File: config.mk
export PLATFORM = sky130hd
export DESIGN_NAME = ram_burst_writer
export DESIGN_NICKNAME = d
export VERILOG_FILES = /design/src/rtl/ram_burst_writer.sv
export SDC_FILE = /design/constraint.sdc
export NUM_CORES = 1
export LEC_CHECK = 0
export BUFFER_PORTS_ARGS = -buffer_cell sky130_fd_sc_hd__buf_2
export CORE_ASPECT_RATIO = 0.7
export CORE_MARGIN = 1
export CORE_UTILIZATION = 35
export CTS_CLUSTER_SIZE = 40
export DETAILED_ROUTE_END_ITERATION = 10
export PLACE_DENSITY = 0.68
export SLEW_MARGIN = 20
export SYNTH_ARGS = -nofsm -noshare
export SYNTH_HDL_FRONTEND = slang
export SYNTH_SLANG_ARGS = --single-unit
export TNS_END_PERCENT = 30
File: constraint.sdc
create_clock -name clk -period 3.7 [get_ports clk]
set_input_delay 0.74 -clock clk [delete_from_list [all_inputs] [get_ports clk]]
set_output_delay 0.74 -clock clk [all_outputs]
set_load 0.05 [all_outputs]
File: src/rtl/ram_burst_writer.sv
// Streams a burst of words from a valid/ready producer into consecutive addresses of a
// single-port synchronous RAM. Optional read-back check enabled by RAM_BURST_WRITER_VERIFY_EN.
module ram_burst_writer #(
   parameter int DATA_W = 16,
   parameter int ADDR_W = 4
) (
   input  logic              clk,
   input  logic              rst_n,
   input  logic              start,
   input  logic [ADDR_W-1:0] base_addr,
   input  logic [ADDR_W:0]   len,
   input  logic              s_valid,
   input  logic [DATA_W-1:0] s_data,
   output logic              s_ready,
   output logic              mem_en,
   output logic              mem_we,
   output logic [ADDR_W-1:0] mem_addr,
   output logic [DATA_W-1:0] mem_wdata,
   input  logic [DATA_W-1:0] mem_rdata,
   output logic              busy,
   output logic              done,
   output logic              err
);

   localparam logic [ADDR_W:0] MAX_LEN = (ADDR_W+1)'(2**ADDR_W);

   typedef enum logic [2:0] {
      S_IDLE, S_WRITE, S_DONE, S_VWAIT, S_VRD, S_VCMP
   } state_t;

   state_t            state, state_nxt;
   logic [ADDR_W-1:0] base_r;
   logic [ADDR_W:0]   len_r;
   logic [ADDR_W:0]   count;
   logic              err_r;
   logic              hs;
   logic              last_hs;
   logic              len_over;
   logic [ADDR_W:0]   len_clamped;

   assign hs          = s_valid & s_ready;
   assign last_hs     = hs && ((count + 1'b1) == len_r);
   assign len_over    = len > MAX_LEN;
   assign len_clamped = len_over ? MAX_LEN : len;

   // NOTE: state and datapath registers use non-blocking assignments so every flop
   // samples pre-edge values regardless of process ordering.
   always_ff @(posedge clk or negedge rst_n) begin
      if (!rst_n) state <= S_IDLE;
      else        state <= state_nxt;
   end

   // NOTE: state_nxt gets a default before the case so no path leaves it unassigned,
   // which would otherwise infer a latch.
   always_comb begin
      state_nxt = state;
      case (state)
         S_IDLE:  if (start) state_nxt = (len == '0) ? S_DONE : S_WRITE;
`ifdef RAM_BURST_WRITER_VERIFY_EN
         S_WRITE: if (last_hs) state_nxt = S_VWAIT;
         S_VWAIT: state_nxt = S_VRD;
         S_VRD:   if (count == len_r) state_nxt = S_VCMP;
         S_VCMP:  state_nxt = S_DONE;
`else
         S_WRITE: if (last_hs) state_nxt = S_DONE;
`endif
         S_DONE:  state_nxt = S_IDLE;
         default: state_nxt = S_IDLE;
      endcase
   end

   always_comb begin
      s_ready = (state == S_WRITE);
      busy    = (state != S_IDLE);
      done    = (state == S_DONE);
      err     = err_r;
   end

`ifdef RAM_BURST_WRITER_VERIFY_EN
   logic [DATA_W-1:0] xor_wr;
   logic [DATA_W-1:0] xor_rd;
   logic              rd_vld;

   // rd_vld marks cycles where mem_rdata holds the result of the previous cycle's read.
   always_ff @(posedge clk or negedge rst_n) begin
      if (!rst_n) begin
         xor_wr <= '0;
         xor_rd <= '0;
         rd_vld <= 1'b0;
      end else begin
         rd_vld <= mem_en & ~mem_we;
         if (state == S_IDLE && start) begin
            xor_wr <= '0;
            xor_rd <= '0;
         end else if (state == S_WRITE && hs) begin
            xor_wr <= xor_wr ^ s_data;
         end else if (state == S_VRD && rd_vld) begin
            xor_rd <= xor_rd ^ mem_rdata;
         end
      end
   end
`else
   logic unused_rdata;
   assign unused_rdata = ^mem_rdata;
`endif

   always_ff @(posedge clk or negedge rst_n) begin
      if (!rst_n) begin
         base_r    <= '0;
         len_r     <= '0;
         count     <= '0;
         err_r     <= 1'b0;
         mem_en    <= 1'b0;
         mem_we    <= 1'b0;
         mem_addr  <= '0;
         mem_wdata <= '0;
      end else begin
         mem_en <= 1'b0;
         mem_we <= 1'b0;
         case (state)
            S_IDLE: begin
               if (start) begin
                  base_r <= base_addr;
                  len_r  <= len_clamped;
                  count  <= '0;
                  err_r  <= len_over;
               end
            end
            S_WRITE: begin
               if (hs) begin
                  mem_en    <= 1'b1;
                  mem_we    <= 1'b1;
                  mem_addr  <= base_r + count[ADDR_W-1:0];
                  mem_wdata <= s_data;
                  count     <= count + 1'b1;
               end
            end
`ifdef RAM_BURST_WRITER_VERIFY_EN
            S_VWAIT: begin
               // The final write lands this cycle; queue the first read behind it.
               mem_en   <= 1'b1;
               mem_addr <= base_r;
               count    <= (ADDR_W+1)'(1);
            end
            S_VRD: begin
               if (count != len_r) begin
                  mem_en   <= 1'b1;
                  mem_addr <= base_r + count[ADDR_W-1:0];
                  count    <= count + 1'b1;
               end
            end
            S_VCMP: begin
               if ((xor_rd ^ mem_rdata) != xor_wr) err_r <= 1'b1;
            end
`endif
            default: ;
         endcase
      end
   end

endmodule

==> key figures <==
Layout
  – Layout cells sized above 1: 31.3%
  – Antenna Cells: 0
  – Fin util: 47.7%
  – Final instance area: 2150 µm²
  – FILL cells: 460
  – Post-Layout Cell Count: ~280
  – Nets@finish: 276
  – Area growth syn-to-layout: 25.8%

Die
  – Die H: a little over 60 µm
  – Core area: about 4500 µm²
  – Die X: 85.5 µm
  – IO Pins: 71
  – FP Rows: 20
  – Die area: 5170 µm²
  – Initial Utilization: 37.9%

Placed design
  – DP Worst Slack: ~1.3 ns
  – Final Wtd Congestion: 0.755
  – Post-DP Area: a little over 2000 µm²
  – Detailed placement HPWL: 2270 µm
  – Port Buf Inserts: between 50 and 60
  – Dpl cells: 274

STA
  – Worst slew pin tran: between 0.8 and 0.9 ns
  – Final period utilization: 54.2%
  – Fmax: 499 MHz
  – Final number of hold-violating endpoints: 0
  – Count of pins over their slew limit: 0
  – Setup ws final: 1.69 ns
  – Slew margin rel.: between 40 and 50%
  – Final Critical Period: 2.01 ns
  – Worst Hold Slack: 0.468 ns
  – Final setup TNS: 0 ns
  – RSZ-0062 raised after global routing: false
  – Endpoints failing setup: 0
  – Worst-case clock skew: between 0.005 and 0.006 ns

Power
  – Total Power: 2.27 mW
  – Sw frac: a little under half
  – Net switching power: 1.07 mW
  – Leakage: 1.14 nW
  – Peak supply drop: 0.478 mV
  – PwrDens: 1060 nW/µm²
  – Power share of the combinational group: approximately 49%
  – Sequential share of power: 32.6%
  – Power share of the clock group: a little under a fifth
  – Int Power: 1.20 mW

Clock network
  – H-tree levels: 2
  – Worst-Skew Late Latency: roughly 0.29 ns
  – CTS Root Cell: clkbuf_8
  – # hold bufs at CTS: 0
  – Setup Fix Bufs, Post-CTS: 0
  – Post-CTS resize count: 0
  – Clock sink count: 38
  – Number of CTS-inserted buffers: 5
  – CTS tree: built
  – Clock transition at the registers of the reported paths: 0.07 ns
  – Clk buf depth: 2

Logic synthesis
  – Synth cell types: 26
  – Cells after Synth: roughly 170
  – Main synth FF type: dfrtp_1
  – Top cells by area, synth: dfrtp_1, nand2_1, xnor2_1, o21ai_0, mux2_2
  – Yosys top cell by area: dfrtp_1
  – Yosys reg bits: 38
  – Commonest cells post-synth: nand2_1, dfrtp_1, o21ai_0
  – Ys Warns: 0
  – Post-synth EDFFs: 0
  – Most common cell in the netlist: nand2_1
  – Asr flop ratio synth: 100%
  – Synth Net Count: 222
  – Syn Std Cell Area: 1710 µm²
  – Avg Inst Size Synth: ~9.9 µm²
  – Yosys top cell area share: ~56%
  – Sequential-to-total area share from yosys stat: 55.7%

Setup path
  – Critical path class: primary input to register
  – CP endpoint kind: register
  – Worst path max stage delay: slightly above 0.4 ns
  – Critical-path top delay cell: inv_2
  – Worst setup SP type: primary input
  – Crit path cell chain: buf_2 > nand3b_4 > inv_2 > nand3_1 > nor4_2 > o32ai_1
  – Crit path max fanout: 28
  – Worst endpoint data arrival time: around 2.2 ns
  – Worst EP required: ~3.9 ns

Route
  – First-pass DRT Iterations: 4
  – First DRT Iteration DRCs: 39
  – Wire per inst: 11.2 µm
  – Total wire length: 3170 µm
  – Post-route ant nets: 0
  – Detailed-route DRC error count: 0
  – Number of vias in the routed layout: 1,298
  – Vias/cell: 4.60

Global routing
  – Vias in the first global route: 1,163
  – First-pass GRT wire length: 5310 µm
  – Largest net degree at the start of global routing: 39
  – Gr ovfl total: 0
  – Gr usage total: roughly 14%
  – Initial antenna violation count: 0

Hold path
  – Hold Crit Class: register to register

Job
  – Maxcap violations: 0

Run status
  – Status: finished clean
[layout by cell type, fill, tap and decap left out]
| cell type | Yosys | routed |
|---|---|---|
| dfrtp_1 | 38 | 38 |
| nor2b_1 | 2 | 2 |
| fa_1 | 1 | 1 |
| a21o_1 | 1 | 1 |
| o21ai_0 | 12 | 12 |
| o32ai_1 | 1 | 1 |
| nor4_2 | 1 | 1 |
| a21oi_1 | 2 | 2 |
| nand2_2 | 1 | 1 |
| a22o_1 | 2 | 2 |
| nand2_1 | 62 | 62 |
| buf_2 | 2 | 54 |
| nand3_1 | 3 | 3 |
| nor2_1 | 4 | 4 |
| nand3b_4 | 1 | 1 |
| bufinv_16 | 0 | 2 |
| mux2_2 | 5 | 5 |
| a31o_1 | 1 | 1 |
| clkbuf_8 | 0 | 5 |
| nor4_1 | 1 | 1 |
| nand2b_1 | 4 | 4 |
| inv_1 | 5 | 5 |
| clkinv_4 | 0 | 1 |
| inv_2 | 1 | 1 |
| xnor2_1 | 7 | 7 |
| ha_1 | 4 | 4 |
| xor2_1 | 6 | 6 |
[cells by family (layout without fill, tap and decap cells)]
family | count (synthesis) | in the layout | synth area share [%]
AOI/OAI and AO/OA | 19 | 19 | 6.59
adders and majority gates | 5 | 5 | 4.10
xor gates and xnor gates | 13 | 13 | 6.67
DFF | 38 | 38 | 55.7
and+or+nand+nor | 79 | 79 | 20.2
muxes | 5 | 5 | 3.30
buffers and inverters | 13 | 68 | 3.44
[registers in the layout (all words and copies together) (netlist names)]
| register | cells |
|---|---|
| mem_we | 1 |
| len_r | 5 |
| err | 1 |
| state | 2 |
| base_r | 4 |
| count | 5 |
| mem_addr | 4 |
| mem_wdata | 16 |
[worst max-delay path: cells and delay by family]
kind | cells | cell delay [ns]
AO/OA/AOI/OAI | 1 | 0.12
AND/OR/NAND/NOR | 3 | 0.78
buffers and inverters | 2 | 0.51
[per-layer routing]
layer	track usage, %	part of all wire, %
met1	18.7	49
met2	20.7	45
met3	4.35	4.9
met4	5.00	0.82
met5	0	0
[final cells by class]
cell class / count / area, µm² / share of cell area, %
clock buffer: 5 / 68.8 / 3.20
clock inverter: 3 / 68.8 / 3.20
inverter: 6 / 22.5 / 1.05
multi-input combinational: 121 / 698 / 32.5
sequential: 38 / 951 / 44.3
tap: 55 / 68.8 / 3.20
timing repair buffer: 54 / 270 / 12.6
[power by group through the flow]
| stage | registers [mW] | logic [mW] | clock network, mW |
|---|---|---|---|
| CTS | 0.741 | 1.13 | 0.435 |
| detailed placement | 0.747 | 1.13 | 0 |
| finish | 0.739 | 1.11 | 0.419 |
| global route | 0.768 | 1.22 | 0.449 |
| global placement | 0.745 | 1.11 | 0 |
| floorplan | 1.13 | 0.504 | 0 |
[path summary, 6_finish.rpt]
check                      slack [ns]  cells after the start                   endpoint                startpoint
max                              1.69                      6       state[0]$_DFFE_PN0P_                   s_valid
min                              0.47                      2   mem_wdata[1]$_DFFE_PN0P_  mem_wdata[1]$_DFFE_PN0P_
max reg2reg                      1.74                      5       state[0]$_DFFE_PN0P_      state[1]$_DFFE_PN0P_
min reg2reg                      0.47                      2   mem_wdata[1]$_DFFE_PN0P_  mem_wdata[1]$_DFFE_PN0P_
max in group asynchronous        2.63                      1  mem_wdata[15]$_DFFE_PN0P_                     rst_n
min in group asynchronous        0.55                      1       count[2]$_DFFE_PN0P_                     rst_n
Note: power is estimated with default switching activity, not from simulation.
